<file path="config.mk">
export PLATFORM = sky130hd
export DESIGN_NAME = product_accumulator
export DESIGN_NICKNAME = d
export VERILOG_FILES = /design/src/rtl/product_accumulator.sv
export SDC_FILE = /design/constraint.sdc
export NUM_CORES = 1
export LEC_CHECK = 0
export ABC_AREA = 0
export CAP_MARGIN = 20
export CORE_MARGIN = 2
export CORE_UTILIZATION = 49
export CTS_BUF_LIST = sky130_fd_sc_hd__clkbuf_8
export CTS_CLUSTER_SIZE = 20
export DETAILED_ROUTE_END_ITERATION = 6
export GPL_ROUTABILITY_DRIVEN = 0
export GPL_TIMING_DRIVEN = 0
export PLACE_DENSITY = 0.74
export SETUP_SLACK_MARGIN = 0.05
export SLEW_MARGIN = 20
export SYNTH_ARGS = -nofsm -noshare
export SYNTH_HDL_FRONTEND = slang
export SYNTH_SLANG_ARGS = --single-unit
</file>
<file path="constraint.sdc">
create_clock -name clk -period 4.81 [get_ports clk]
set_clock_uncertainty 0.15 [all_clocks]
set_input_delay 0.962 -clock clk [delete_from_list [all_inputs] [get_ports clk]]
set_output_delay 0.962 -clock clk [all_outputs]
set_load 0.02 [all_outputs]
</file>
<file path="src/rtl/product_accumulator.sv">
// Sum-of-products accumulator: a run of len 4x4-bit products is summed into an
// ACC_W-bit wrapping accumulator with a sticky overflow flag, then handed off.
module product_accumulator #(
  parameter int ACC_W = 12
) (
  input  logic             clk,
  input  logic             rst_n,
  input  logic             start,
  input  logic [3:0]       len,
  input  logic             in_valid,
  output logic             in_ready,
  input  logic [3:0]       a,
  input  logic [3:0]       b,
  output logic             out_valid,
  input  logic             out_ready,
  output logic [ACC_W-1:0] sum,
  output logic             overflow,
  output logic             busy
);

  typedef enum logic [1:0] {
    IDLE,
    ACCUM,
    DONE
  } state_e;

  state_e           state_q, state_d;
  logic [4:0]       len_q, len_d;
  logic [4:0]       cnt_q, cnt_d;
  logic [ACC_W-1:0] acc_q, acc_d;
  logic             ovf_q, ovf_d;

  logic [7:0]       product;
  logic [ACC_W:0]   acc_sum;

  assign product = {4'b0000, a} * {4'b0000, b};
  // One extra bit captures the carry out of the top accumulator bit.
  assign acc_sum = {1'b0, acc_q} + (ACC_W + 1)'(product);

  // NOTE: every register, including the latched length and counter, is cleared
  // by the asynchronous reset so outputs drop to zero without a clock edge.
  always_ff @(posedge clk or negedge rst_n) begin
    if (!rst_n) begin
      state_q <= IDLE;
      len_q   <= '0;
      cnt_q   <= '0;
      acc_q   <= '0;
      ovf_q   <= 1'b0;
    end else begin
      // NOTE: non-blocking assignments so every register samples pre-edge values.
      state_q <= state_d;
      len_q   <= len_d;
      cnt_q   <= cnt_d;
      acc_q   <= acc_d;
      ovf_q   <= ovf_d;
    end
  end

  always_comb begin
    // NOTE: defaults first so no path through the case leaves a latch behind.
    state_d   = state_q;
    len_d     = len_q;
    cnt_d     = cnt_q;
    acc_d     = acc_q;
    ovf_d     = ovf_q;
    in_ready  = 1'b0;
    out_valid = 1'b0;
    busy      = 1'b1;

    unique case (state_q)
      IDLE: begin
        busy = 1'b0;
        if (start) begin
          len_d   = (len == 4'd0) ? 5'd16 : {1'b0, len};
          cnt_d   = '0;
          acc_d   = '0;
          ovf_d   = 1'b0;
          state_d = ACCUM;
        end
      end

      ACCUM: begin
        in_ready = 1'b1;
        if (in_valid) begin
          acc_d = acc_sum[ACC_W-1:0];
          ovf_d = ovf_q | acc_sum[ACC_W];
          cnt_d = cnt_q + 5'd1;
          if (cnt_q + 5'd1 == len_q) state_d = DONE;
        end
      end

      DONE: begin
        out_valid = 1'b1;
        // A start on the handshake edge is dropped: IDLE only samples it next cycle.
        if (out_ready) state_d = IDLE;
      end

      default: state_d = IDLE;
    endcase
  end

  assign sum      = acc_q;
  assign overflow = ovf_q;

endmodule

</file>
==> results.ini <==
[synth]
async_reset_ff_frac = 1.00
postSynthNetCount = 264
yosys.area.top_type = sky130_fd_sc_hd__dfrtp_1
syn_area_per_cell_um2 = 9.16
post-synth-top-area-fraction = 0.312
yosys.cell_count.top_type = sky130_fd_sc_hd__inv_1
synthesis.instances = 219
synth_top_cells_by_area = sky130_fd_sc_hd__dfrtp_1, sky130_fd_sc_hd__ha_1, sky130_fd_sc_hd__fa_1
synth_seq_area_share = 0.312
ys_dominant_reg_cell = sky130_fd_sc_hd__dfrtp_1
yosys_register_bits = 25
synth.yosys.warnings = 0
synth_common_cells = sky130_fd_sc_hd__inv_1, sky130_fd_sc_hd__dfrtp_1, sky130_fd_sc_hd__nand2_1, sky130_fd_sc_hd__ha_1, sky130_fd_sc_hd__and2_1
netlist_cell_types = 54
synth-edff-count = 0
synthesized_area_um2 = 2010

[detailed_routing]
dr_total_vias = 1643
dr_iter_0_viols = 72
postRouteWirelength_um = 4100
route.detailed.wl_per_inst_um = 13.4
viasPerCell = 5.39
final_routed_drc_violation_total = 0
ant_nets = 0
drt_first_pass_iters = 4

[clock_tree]
cts.clk_slew.worst_paths_ps = 100
clock_latency_ps = 270
tritoncts = built
clock_sink_count = 25
root_buffer = sky130_fd_sc_hd__clkbuf_8
clk_path_buf_depth = 2
cts_buffers = 3
cts_htree_levels = 1
post-cts-setup-buffers = 0

[power_and_ir_drop]
internal_power_mw = 0.717
p_sw_mw = 0.590
power.sequential.fraction = 0.279
irDropWorstVdd_mv = 0.290
p_clk_frac = 0.098
p_sw_frac = 0.451
p_per_area_nw_per_um2 = 535
comb_power_share = 0.623
leakage_nw = 1.15
total_power_mw = 1.31

[sta]
worst_slew_pin_slew_ps = 606
setup_repair_after_global_routing_missed_its_margin = no
fin_setup_tns_ps = 0
max-slew-margin-rel = 0.595
max_freq_ghz = 0.216
setup_viol = 0
final-hold-violation-count = 0
min_period_over_period = 0.963
finalWorstPathRequiredPeriod_ps = 4630
final-max-slew-violation-count = 0
finalWorstSetupSlack_ps = 178

[job]
max_cap_violations = 0

[cells_and_area]
flow.area_growth_from_synthesis_pct = 21.8
drive_above_1_share = 0.0667
multi_input_area_um2 = 1250
num-nets-final = 301
antennaDiodeCount = 0
final_cell_area_um2 = 2440
regArea_um2 = 626
layoutNonFillerInstCount = 305
n_fill_cell = 349

[critical_path]
timing.critical_path.cells = clkdlybuf4s50_1 > nand2_1 > fa_1 > fa_1 > fa_1 > inv_1 > ha_1 > nor2b_1 > o31ai_2 > a22oi_2 > or4b_1 > nand3_1
worstSetupStartpointType = input pin
crit_slowest_cell = sky130_fd_sc_hd__clkdlybuf4s50_1
timing.critical_path.to_type = flip-flop
critical_path.max_fanout = 4
crit_family = adder cells
slack_of_the_worst_reg_to_reg_path_ps = 1980
path_buf_inv = 2
cp_common_cell = sky130_fd_sc_hd__fa_1
cpPeakStageDelay_ps = 510
required_time_at_the_endpoint_of_the_critical_path_ps = 4860
critical_path_class = input pin to flip-flop
cp_data_arrival_time_ps = 4680

[min_path]
hold_path_class = flip-flop to flip-flop

[global_route]
grt_pass1_wl_um = 7090
track_usage = 0.198
grt_antenna_before_repair = 0
grt_start_max_net_pins = 26
vias_in_the_first_global_route = 1584
global_route.overflow_total = 0

[placed_design]
placed_cells_incl_taps = 301
hpwl_um = 3230
io_buffer_count = 32
dpl-instance-area_um2 = 2380
dpl_worst_slack_ps = -143

[die]
floorplan.core_area_um2 = 3970
die_w_um = 68
die_area_um2 = 4620
fp-row-count = 23
start_util = 0.505
boundaryPins = 33
die_height_um = 68

[status]
status = finished clean

[tightest hold or removal path, stage by stage, from the launching register on]
cell and delay, ps:
sky130_fd_sc_hd__dfrtp_1 370, sky130_fd_sc_hd__nand2_1 50, sky130_fd_sc_hd__nand2_1 60
[sequential cells by signal, indices dropped and copies added (netlist names)]
| signal | cells |
|---|---|
| state_q | 2 |
| sum | 12 |
| cnt_q | 5 |
| overflow | 1 |
| len_q | 5 |
[per-stage QoR]
stage,utilization,hold WS [ps]
floorplan,-,315
global placement,0.602,332
detailed placement,0.601,335
CTS,0.613,357
global route,0.615,384
finish,0.615,355
[cell families after synthesis]
| group | Yosys count | share of synthesized area |
|---|---|---|
| simple gates | 73 | 0.198 |
| compound gates | 49 | 0.173 |
| buf+inv | 35 | 0.0698 |
| fa+ha+maj | 28 | 0.208 |
| flops | 25 | 0.312 |
| xor+xnor | 8 | 0.0349 |
| mux | 1 | 0.00499 |
[layout make-up]
class	instances	area share
inverters	32	0.0492
well taps	50	0.0256
plain buffers	3	0.00819
flip-flops and latches	25	0.256
clock buffers	3	0.0169
repair buffers	32	0.129
multi-input cells	159	0.512
clock inverters	1	0.00307
[worst paths after layout]
check / start / endpoint / cells past startpoint
min in group asynchronous: rst_n / len_q[3] / 1
max in group asynchronous: rst_n / sum[9] / 1
hold reg to reg: len_q[1] / len_q[1] / 2
setup / recovery: b[3] / sum[9] / 12
setup reg to reg: sum[3] / sum[9] / 9
hold / removal: len_q[1] / len_q[1] / 2
[power by group through the flow]
| stage | clock [mW] | combinational (mW) | sequential, mW |
|---|---|---|---|
| 6_report | 0.127 | 0.815 | 0.365 |
| 5_1_grt | 0.140 | 0.919 | 0.380 |
| 4_1_cts | 0.131 | 0.812 | 0.366 |
| 3_5_place_dp | 0 | 0.805 | 0.371 |
| 3_3_place_gp | 0 | 0.789 | 0.368 |
| 2_1_floorplan | 0 | 0.539 | 0.397 |
[cell usage in the layout (no fill, tap or decap), types with 3 or more instances in the layout]
master / n
sky130_fd_sc_hd__inv_1: 31
sky130_fd_sc_hd__clkdlybuf4s50_1: 31
sky130_fd_sc_hd__nand2_1: 25
sky130_fd_sc_hd__dfrtp_1: 25
sky130_fd_sc_hd__ha_1: 19
sky130_fd_sc_hd__and2_1: 13
sky130_fd_sc_hd__o21ai_0: 10
sky130_fd_sc_hd__fa_1: 9
sky130_fd_sc_hd__nand3_1: 6
sky130_fd_sc_hd__xor2_1: 6
sky130_fd_sc_hd__nor2b_1: 5
sky130_fd_sc_hd__nor2_1: 5
sky130_fd_sc_hd__a21oi_1: 5
sky130_fd_sc_hd__a22o_1: 3
sky130_fd_sc_hd__o211ai_1: 3
sky130_fd_sc_hd__nor3_1: 3
sky130_fd_sc_hd__o22ai_1: 3
sky130_fd_sc_hd__clkbuf_8: 3
[repair_timing]
| action | 4_1_cts | 5_1_grt |
|---|---|---|
| resized for setup | 0 | 2 |
| endpoints found under the setup margin | 0 | 2 |
| hold buffers | 0 | 0 |
[per-layer routing]
metal / wire length (um) / part of all wire / vias up / global-route usage
met2: 1910 / 0.47 / 26 / 0.325
met5: 0 / 0 / - / 0
met4: 11 / 0.0027 / 0 / 0.0150
met1: 2050 / 0.50 / 782 / 0.287
li1: - / - / 833 / -
met3: 125 / 0.030 / 2 / 0.0296
Power figures use the tool's default switching activity.
